**src/rtl/bsram_arbiter.sv**
```systemverilog
// rtl/bsram_arbiter.sv - round-robin two-port arbiter and sequencer for a single-port block RAM
// Grants at most one access per cycle, owns every RAM pin and returns read data with a fixed latency.
module bsram_arbiter #(
  parameter int AW           = 7,
  parameter int DW           = 18,
  parameter int READ_LATENCY = 1
) (
  input  logic          clk,
  input  logic          reset,
  input  logic          a_req,
  input  logic          a_we,
  input  logic [AW-1:0] a_addr,
  input  logic [DW-1:0] a_wdata,
  output logic          a_gnt,
  output logic          a_rvalid,
  output logic [DW-1:0] a_rdata,
  input  logic          b_req,
  input  logic          b_we,
  input  logic [AW-1:0] b_addr,
  input  logic [DW-1:0] b_wdata,
  output logic          b_gnt,
  output logic          b_rvalid,
  output logic [DW-1:0] b_rdata,
  output logic          mem_ce,
  output logic          mem_oce,
  output logic          mem_wre,
  output logic [AW-1:0] mem_adr,
  output logic [DW-1:0] mem_din,
  input  logic [DW-1:0] mem_dout
);
  localparam int PL = READ_LATENCY + 1;

  typedef enum logic {PTR_A = 1'b0, PTR_B = 1'b1} ptr_e;
  ptr_e ptr_q, ptr_d;

  logic          accept;
  logic          sel_we;
  logic [AW-1:0] sel_addr;
  logic [DW-1:0] sel_wdata;

  logic          ce_q, ce_d, wre_q, wre_d, oce_q;
  logic [AW-1:0] adr_q, adr_d;
  logic [DW-1:0] din_q, din_d;
  logic [PL-1:0] pv_q, pv_d, pid_q, pid_d;
  logic          a_rvalid_q, a_rvalid_d, b_rvalid_q, b_rvalid_d;
  logic [DW-1:0] a_rdata_q, a_rdata_d, b_rdata_q, b_rdata_d;

  always_comb begin
    a_gnt = 1'b0;
    b_gnt = 1'b0;
    if (!reset) begin
      if (a_req && (!b_req || ptr_q == PTR_A)) a_gnt = 1'b1;
      else if (b_req)                          b_gnt = 1'b1;
    end
  end

  assign accept    = a_gnt | b_gnt;
  assign sel_we    = a_gnt ? a_we    : b_we;
  assign sel_addr  = a_gnt ? a_addr  : b_addr;
  assign sel_wdata = a_gnt ? a_wdata : b_wdata;

  // pv/pid track each accepted read until the RAM data is ready at the last stage
  always_comb begin
    ptr_d = ptr_q;
    if (a_gnt)      ptr_d = PTR_B;
    else if (b_gnt) ptr_d = PTR_A;
    ce_d  = accept;
    wre_d = accept & sel_we;
    adr_d = adr_q;
    din_d = din_q;
    if (accept) begin
      adr_d = sel_addr;
      din_d = sel_we ? sel_wdata : '0;
    end
    pv_d       = {pv_q[PL-2:0], accept & ~sel_we};
    pid_d      = {pid_q[PL-2:0], b_gnt};
    a_rvalid_d = pv_q[PL-1] & ~pid_q[PL-1];
    b_rvalid_d = pv_q[PL-1] & pid_q[PL-1];
    a_rdata_d  = a_rvalid_d ? mem_dout : a_rdata_q;
    b_rdata_d  = b_rvalid_d ? mem_dout : b_rdata_q;
  end

  always_ff @(posedge clk) begin
    if (reset) begin
      ptr_q      <= PTR_A;
      ce_q       <= 1'b0;
      wre_q      <= 1'b0;
      oce_q      <= 1'b0;
      adr_q      <= '0;
      din_q      <= '0;
      pv_q       <= '0;
      pid_q      <= '0;
      a_rvalid_q <= 1'b0;
      b_rvalid_q <= 1'b0;
      a_rdata_q  <= '0;
      b_rdata_q  <= '0;
    end else begin
      ptr_q      <= ptr_d;
      ce_q       <= ce_d;
      wre_q      <= wre_d;
      oce_q      <= 1'b1;
      adr_q      <= adr_d;
      din_q      <= din_d;
      pv_q       <= pv_d;
      pid_q      <= pid_d;
      a_rvalid_q <= a_rvalid_d;
      b_rvalid_q <= b_rvalid_d;
      a_rdata_q  <= a_rdata_d;
      b_rdata_q  <= b_rdata_d;
    end
  end

  assign mem_ce   = ce_q;
  assign mem_wre  = wre_q;
  assign mem_oce  = oce_q;
  assign mem_adr  = adr_q;
  assign mem_din  = din_q;
  assign a_rvalid = a_rvalid_q;
  assign b_rvalid = b_rvalid_q;
  assign a_rdata  = a_rdata_q;
  assign b_rdata  = b_rdata_q;

endmodule

```
**config.mk**
```make
export PLATFORM = sky130hd
export DESIGN_NAME = bsram_arbiter
export DESIGN_NICKNAME = d
export VERILOG_FILES = /design/src/rtl/bsram_arbiter.sv
export SDC_FILE = /design/constraint.sdc
export NUM_CORES = 1
export LEC_CHECK = 0
export CORE_UTILIZATION = 42
export CTS_CLUSTER_DIAMETER = 30
export DETAILED_ROUTE_END_ITERATION = 16
export HOLD_SLACK_MARGIN = 0.02
export PLACE_DENSITY = 0.85
export SYNTH_ARGS = -nofsm -noshare
export SYNTH_HDL_FRONTEND = slang
export SYNTH_SLANG_ARGS = --single-unit
```
**constraint.sdc**
```tcl
create_clock -name clk -period 4 [get_ports clk]
set_clock_uncertainty 0.2 [all_clocks]
set_input_delay 0.8 -clock clk [delete_from_list [all_inputs] [get_ports clk]]
set_output_delay 0.8 -clock clk [all_outputs]
set_load 0.05 [all_outputs]
```
==> results of run 1 <==
==> area by class of cell <==
type / instances / area (sq um) / area share
Timing Repair Buffer: 146 / 1460 / 0.336
Sequential cell: 71 / 1420 / 0.326
Multi-Input combinational cell: 218 / 1140 / 0.263
Clock buffer: 9 / 124 / 0.0284
Clock inverter: 7 / 97.6 / 0.0224
Tap cell: 75 / 93.8 / 0.0215
Inverter: 3 / 11.3 / 0.00259
==> registers in the layout, indices dropped and copies added, names as in the netlist, 2 cells and up <==
signal and flops:
a_rdata 18, b_rdata 18, mem_adr 7, mem_din 18
pid_q 2, pv_q 2
==> worst min path at each step <==
| stage | from | endpoint |
|---|---|---|
| finish | pid_q[0]$_SDFF_PP0_ | pid_q[1]$_SDFF_PP0_ |
| global route | pid_q[0]$_SDFF_PP0_ | pid_q[1]$_SDFF_PP0_ |
| CTS | pid_q[0]$_SDFF_PP0_ | pid_q[1]$_SDFF_PP0_ |
| detailed placement | pid_q[0]$_SDFF_PP0_ | pid_q[1]$_SDFF_PP0_ |
| global placement | pid_q[0]$_SDFF_PP0_ | pid_q[1]$_SDFF_PP0_ |
| floorplan | pid_q[0]$_SDFF_PP0_ | pid_q[1]$_SDFF_PP0_ |
==> layout by cell type (no fill, tap or decap), drive strengths merged, types with 3 or more instances in the layout <==
master,netlist,routed
clkdlybuf4s50,0,138
nand2,95,95
dfxtp,71,71
a21oi,37,37
nor2,18,18
mux2i,18,18
o21ai,18,18
clkbuf,6,9
buf,14,8
nor3b,5,5
mux2,5,5
nor4,5,5
nand3,5,5
inv,3,3
nor2b,3,3
clkinv,0,3
==> per-layer routing <==
metal  part of all wire  up-vias  global-route usage
li1                   -     1312                   -
met1               0.39     1151               0.229
met2               0.47      118               0.371
met3               0.13       10              0.0989
met4              0.015        0               0.105
met5                  0        -                   0
==> power groups by stage <==
stage                     Sequential [mW]  Combinational (mW)  Clock, mW
after CTS                           0.748               0.307      0.640
after detailed placement            0.765               0.306          0
after global routing                0.751               0.324      0.665
final                               0.748               0.305      0.626
after global placement              0.763               0.303          0
after floorplan                     0.848              0.0807          0
==> cell families (layout without fill, tap and decap cells) <==
| kind of cell | Yosys count | in the layout | synth area share |
|---|---|---|---|
| compound gates | 59 | 59 | 0.118 |
| buf+inv | 23 | 165 | 0.0465 |
| flops | 71 | 71 | 0.528 |
| mux | 23 | 23 | 0.0879 |
| simple gates | 136 | 136 | 0.220 |
==> critical path: stages <==
cell and delay, ns:
clkdlybuf4s50_1 0.74, nand2b_4 0.25, nand2_1 0.09, nor2_1 0.20, buf_12 0.17
==> flow_results.org, run 1 <==
** Logic synthesis
- The synthesized design spends more area on one cell type than any other, namely dfxtp_1.
- After synthesis, the most frequently instantiated cells are nand2_1, dfxtp_1, a21oi_1.
- Number of library cell types mapped by synthesis :: 26
- For this run, the register share of the synthesized area comes to 0.528.
- Synth Instances :: 312
- The Yosys step of the flow raised 0 warnings.
- The synthesized design contains 0 enable-type register cells.
- Share of Yosys cell area claimed by the top area cell type :: 0.528
- Netlist area before placement :: 2690 sq um
- Among all flip-flop cells after synthesis, the most frequent one is dfxtp_1.
- Sorting the synthesized cells by area gives the leading types as dfxtp_1, nand2_1, a21oi_1.
- Async set-reset flop share out of synthesis :: 0
- Mean Syn Cell Area :: 8.62 sq um
- Number of storage elements in the synthesis netlist :: 71
- Post-synthesis net count :: 386
- The most common cell in the synthesized netlist is nand2_1.

** Clock network
- Maximum buffer depth of the clock tree :: 2
- Htree depth :: 3
- The number of hold buffers added after CTS was 0.
- CTS root buf :: clkbuf_8
- TritonCTS clock tree :: yes
- Clock latency of the later-clocked register in the worst-skew pair :: 0.35 ns
- Sink count of the clock tree :: 71
- The number of setup buffers added after CTS is 0.
- Number of buffers inserted during clock tree synthesis :: 9
- Post-CTS repair changed the size of 0 cells.
- Clock-pin slew was measured on the worst setup and hold paths at 0.08 ns.

** Cells and area
- At the end of the flow the core is filled with cells to 0.719.
- Summing all non-filler instances in the final layout gives an area of 4360 sq um.
- The final layout contains 523 nets.
- The finished layout holds 529 standard cells, fillers aside.
- Syn-to-layout area delta :: 61.9%
- Of the cells placed in the final design, the portion with a size suffix greater than 1 is 0.0749.
- The repair_antennas step left the layout with diodes totalling 0.
- Counting the fill cells in the layout gives 491.

** Drt
- Via count of the routed design :: 2,591
- Antenna Nets Post-Route :: 0
- For this block, the initial DRC count from the detailed router was 95.
- # DRC :: 0
- Vias per cell :: 4.90
- The first detailed-routing pass ran for 4 iterations.
- After detailed routing, the total wire length is 7050 um.
- Dividing the detail-routed wire length by the instance count gives 13.3 um.

** Timing
- Unrepaired setup endpoints after global routing :: no
- The routed design could run at a clock period as short as 3.25 ns.
- Highest clock rate :: 0.308 GHz
- Relative slew slack :: 0.510
- Post-layout worst setup margin :: 0.749 ns
- Worst Tran Pin Value :: 0.735 ns
- The number of hold violations in the final report came to 0.
- Setup Total Neg Slack :: 0 ns
- Worst hold margin :: 0.244 ns
- Share of the clock period used by the worst path after layout :: 0.813
- The total count of max-transition violations in the final report is 0.
- Setup violations remaining at the end of the flow were counted as 0.

** Power
- Of the total power, the share spent switching nets is 0.271.
- Proportion of power drawn by flip-flops and latches :: 0.445
- Combinational cell fraction of total power :: 0.182
- For this design the ratio of total power to cell area is 386 nW/um^2.
- Switch Pwr :: 0.455 mW
- Worst supply voltage drop on vdd :: 0.245 mV
- Part of the total power dissipated in the clock network :: 0.373
- P_int :: 1.22 mW
- For this design the static power due to leakage is 1.65 nW.
- Total power after layout :: 1.68 mW

** Worst hold path
- The tightest min-delay check is of the reg2reg type.
- Hold path depth :: 1

** Placed design
- Number of instances in the placed design :: 513
- # port buffers :: 141
- In this run the cell area measured after placement is 4130 sq um.
- DPL Wire Length :: 5180 um
- Placer's final routability congestion estimate :: 0.703
- Worst Setup Slack post-DPL :: 0.773 ns

** Setup path
- The most critical setup path has its endpoint at b_gnt.
- Worst setup path class :: in2out
- STA classifies the critical path startpoint as an input pin.
- Crit Reg-Reg Startpoint :: ptr_q$_SDFFE_PP0P_
- Worst r2r dst :: mem_din[10]$_SDFFE_PP0P_
- Worst EP required :: 3.00 ns
- Source of the critical timing path :: a_req
- For flop-to-flop paths, the worst setup slack is 2.29 ns.
- Arrival time of data at the critical path endpoint :: 2.25 ns
- Max FO, Critical Path :: 15
- Worst r2r path cells :: 5
- Category of the worst setup path capture point :: output port

** Global routing
- First-pass GRT wire length :: 11,100 um
- The number of global-route vias before repair came to 2,504.
- Initial antenna violation count :: 0
- Largest net degree at the start of global routing :: 54
- Global router's overall resource usage :: 0.219
- Congestion Overflow GR :: 0

** Die
- The die covers 6730 sq um.
- Core Rows :: 28
- From left edge to right edge, the die measures 82.0 um.
- Core region area :: 6060 sq um
- Pin placement for this block handled 142 I/O pins.
- Starting Density :: 0.444
- From bottom edge to top edge, the die measures 82.0 um.

** Outcome
- Result of the run :: completed

** Flow run
- Max-cap violations :: 0
No activity file was read; power rests on OpenSTA's default activity.
==> run 2: changes to the inputs <==
--- a/config.mk
+++ b/config.mk
@@ -5,11 +5,11 @@
 export SDC_FILE = /design/constraint.sdc
 export NUM_CORES = 1
 export LEC_CHECK = 0
-export CORE_UTILIZATION = 42
+export CORE_UTILIZATION = 35
 export CTS_CLUSTER_DIAMETER = 30
 export DETAILED_ROUTE_END_ITERATION = 16
 export HOLD_SLACK_MARGIN = 0.02
-export PLACE_DENSITY = 0.85
+export PLACE_DENSITY = 0.76
 export SYNTH_ARGS = -nofsm -noshare
 export SYNTH_HDL_FRONTEND = slang
 export SYNTH_SLANG_ARGS = --single-unit
==> constraint.sdc (replaced) <==
create_clock -name clk -period 2.8 [get_ports clk]
set_clock_uncertainty 0.2 [all_clocks]
set_input_delay 0.56 -clock clk [delete_from_list [all_inputs] [get_ports clk]]
set_output_delay 0.56 -clock clk [all_outputs]
set_load 0.05 [all_outputs]
==> run 2 against run 1 <==
Compared with the run above: sequential share of layout area about the same; combinational power up 43%; hold slack got worse by 0.0040 ns; via count is 1.6% lower; largest power group unchanged; highest routed layer unchanged.
==> flow_results.org, run 2 (synthesis results as in run 1) <==
** Power
- In this run the power density over the cells is 524 nW/um^2.
- VDD sags by at most 0.329 mV.
- In this run the static leakage power is 1.64 nW.

** Cells and area
- Counting the fill cells in the layout gives 664.
- Finished Cell Area :: 4360 sq um
- Leading cell type in the layout, fill and taps excluded :: clkdlybuf4s50_1
- Once layout is complete, the utilization of the core stands at 0.595.
- In the layout the commonest cells are clkdlybuf4s50_1, nand2_1, dfxtp_1.
- Ratio of cells with drive above 1 in the final layout :: 0.0725
- The number of antenna diodes in the final layout is 0.
- The area growth from synthesis to layout is 62.1%.
- The net count of the finished layout is 524.

** Die
- DIE AREA :: 8040 sq um
- Row generation in the floorplan step produced 31 rows.
- The die is 89.7 um tall.
- Starting Density :: 0.367
- I/O pins :: 142
- From left edge to right edge, the die measures 89.7 um.
- The core region is 7330 sq um.

** Setup path
- Sequence of cells on the critical path :: clkdlybuf4s50_1, nand2b_4, nand2_1, nor2_1, buf_12
- The most critical setup path has its startpoint at a_req.
- The largest single stage delay on the critical path is 0.56 ns.
- Register-to-register setup slack :: 1.06 ns
- Worst path slowest cell :: clkdlybuf4s50_1
- CP endpoint :: b_gnt
- STA classifies the critical path startpoint as an input pin.
- STA classifies the critical path endpoint as an output port.
- Worst r2r path cells :: 5
- At the worst endpoint, the required time is 2.04 ns.
- The worst register-to-register path begins at ptr_q$_SDFFE_PP0P_.
- At the worst endpoint, the arrival time is 1.72 ns.
- Max FO, Critical Path :: 6
- The worst setup path is of the in2out kind.
- The worst register-to-register path ends at mem_din[3]$_SDFFE_PP0P_.

** Worst hold path
- Counting instances, the worst hold path has a depth of 1.
- Path type of the worst min-delay path :: reg2reg

** Drt
- In the routed design, unresolved DRC markers number 0.
- After detailed routing, the number of vias per cell comes to 4.60.
- Routed wire length :: 7120 um
- The detailed router placed 2,549 vias in this run.
- First-pass iteration count of the detailed router :: 4
- In this run the remaining antenna-violating nets after routing total 0.
- After the first detailed-routing iteration, the DRC count stood at 64.
- WL/cell :: 12.8 um

** Timing
- Measured against its own limit, the worst slew margin works out to 0.335.
- The tightest hold path in the finished design has a slack of 0.240 ns.
- Setup Total Neg Slack :: 0 ns
- The number of hold violations in the final report was 0.
- Final count of pins violating max slew :: 0
- Share of the clock period used by the worst path after layout :: 0.886
- For the finished layout, the period the worst path requires is 2.48 ns.
- Setup violations remaining at the end of the flow were counted as 0.
- At the pin with the least slew margin, the transition time is 0.992 ns.
- Highest clock rate :: 0.403 GHz
- Setup repair after global routing left no endpoint under its margin.
- Once routing completed, OpenROAD measured the worst setup slack at 0.319 ns.

** Placed design
- Worst Setup Slack post-DPL :: 0.311 ns
- Summing all placed instances gives a cell area of 4170 sq um.
- The congestion estimate from routability-driven global placement came to 0.739.
- Detailed placement ended at an HPWL of 5400 um.
- # port buffers :: 141

** Global routing
- The number of antenna violations at the first check in global routing was 0.
- The first global-routing pass estimated 11,700 um of wire.
- Vias in the first global route :: 2,543
- Congestion Overflow GR :: 0
- Entering global routing, the biggest net connects 47 pins.
- Across every metal layer, demand over resource in global routing totals 0.194.

** Clock network
- Number of buffers inserted by post-CTS setup repair :: 0
- Quantity of gates resized following cts :: 0
- Clock tree synthesis inserted a total of 9 buffers.
- Clock transition at path regs :: 0.07 ns
- Number of hold buffers added after CTS :: 0
- TritonCTS clock tree :: yes
- Clock latency of the later-clocked register in the worst-skew pair :: 0.33 ns
- In this run the clock root is driven by a clkbuf_8.
- Maximum buffer depth of the clock tree :: 2
- Sink count of the clock tree :: 71
- Htree depth :: 3

** Flow run
- Across the run, the number of max-cap violations was 0.

** Outcome
- The run finished with clean final reports.
-- run 2: changes by cell type in the layout (fill, tap and decap cells not counted), sizes merged --
cell,change
clkinv,-1
bufinv,-1
buf,+1
clkbuf,+2
-- run 2: how the worst min path moves through the flow --
stage,from,to,slack [ns]
floorplan,pid_q[0]$_SDFF_PP0_,pid_q[1]$_SDFF_PP0_,0.21
global placement,pid_q[0]$_SDFF_PP0_,pid_q[1]$_SDFF_PP0_,0.22
detailed placement,pv_q[0]$_SDFF_PP0_,pv_q[1]$_SDFF_PP0_,0.22
CTS,pv_q[0]$_SDFF_PP0_,pv_q[1]$_SDFF_PP0_,0.24
global route,pid_q[0]$_SDFF_PP0_,pid_q[1]$_SDFF_PP0_,0.27
finish,pid_q[0]$_SDFF_PP0_,pid_q[1]$_SDFF_PP0_,0.24
-- run 2: area by class of cell --
class | count | area, sq um | share of cell area
clock inverter | 5 | 58.8 | 0.0135
multi-input combinational | 218 | 1140 | 0.262
clock buffer | 11 | 131 | 0.0301
tap | 99 | 124 | 0.0284
sequential | 71 | 1420 | 0.326
timing repair buffer | 147 | 1470 | 0.337
inverter | 3 | 11.3 | 0.00258
-- run 2: power breakdown --
group	switching (mW)	leakage, nW	internal, mW
sequential	0.0208	0.579	1.05
clock	0.370	0.0895	0.412
combinational	0.236	0.970	0.200
total	0.627	1.64	1.66
-- run 2: metal layers --
metal	vias up	part of all wire	track usage
li1	1307	-	-
met2	103	0.47	0.326
met3	10	0.10	0.0878
met1	1129	0.41	0.215
met5	-	0	0
met4	0	0.016	0.0736
-- run 2: critical path: cells and delay by family --
| kind | cells | cell delay, ns |
|---|---|---|
| buffers and inverters | 2 | 0.73 |
| and+or+nand+nor | 3 | 0.43 |
-- run 2: metrics by stage --
stage / std cells / power [mW]
3_3_place_gp: 538 / 1.53
5_1_grt: 554 / 2.39
4_1_cts: 554 / 2.32
6_report: 554 / 2.29
3_5_place_dp: 538 / 1.53
2_1_floorplan: 312 / 1.33
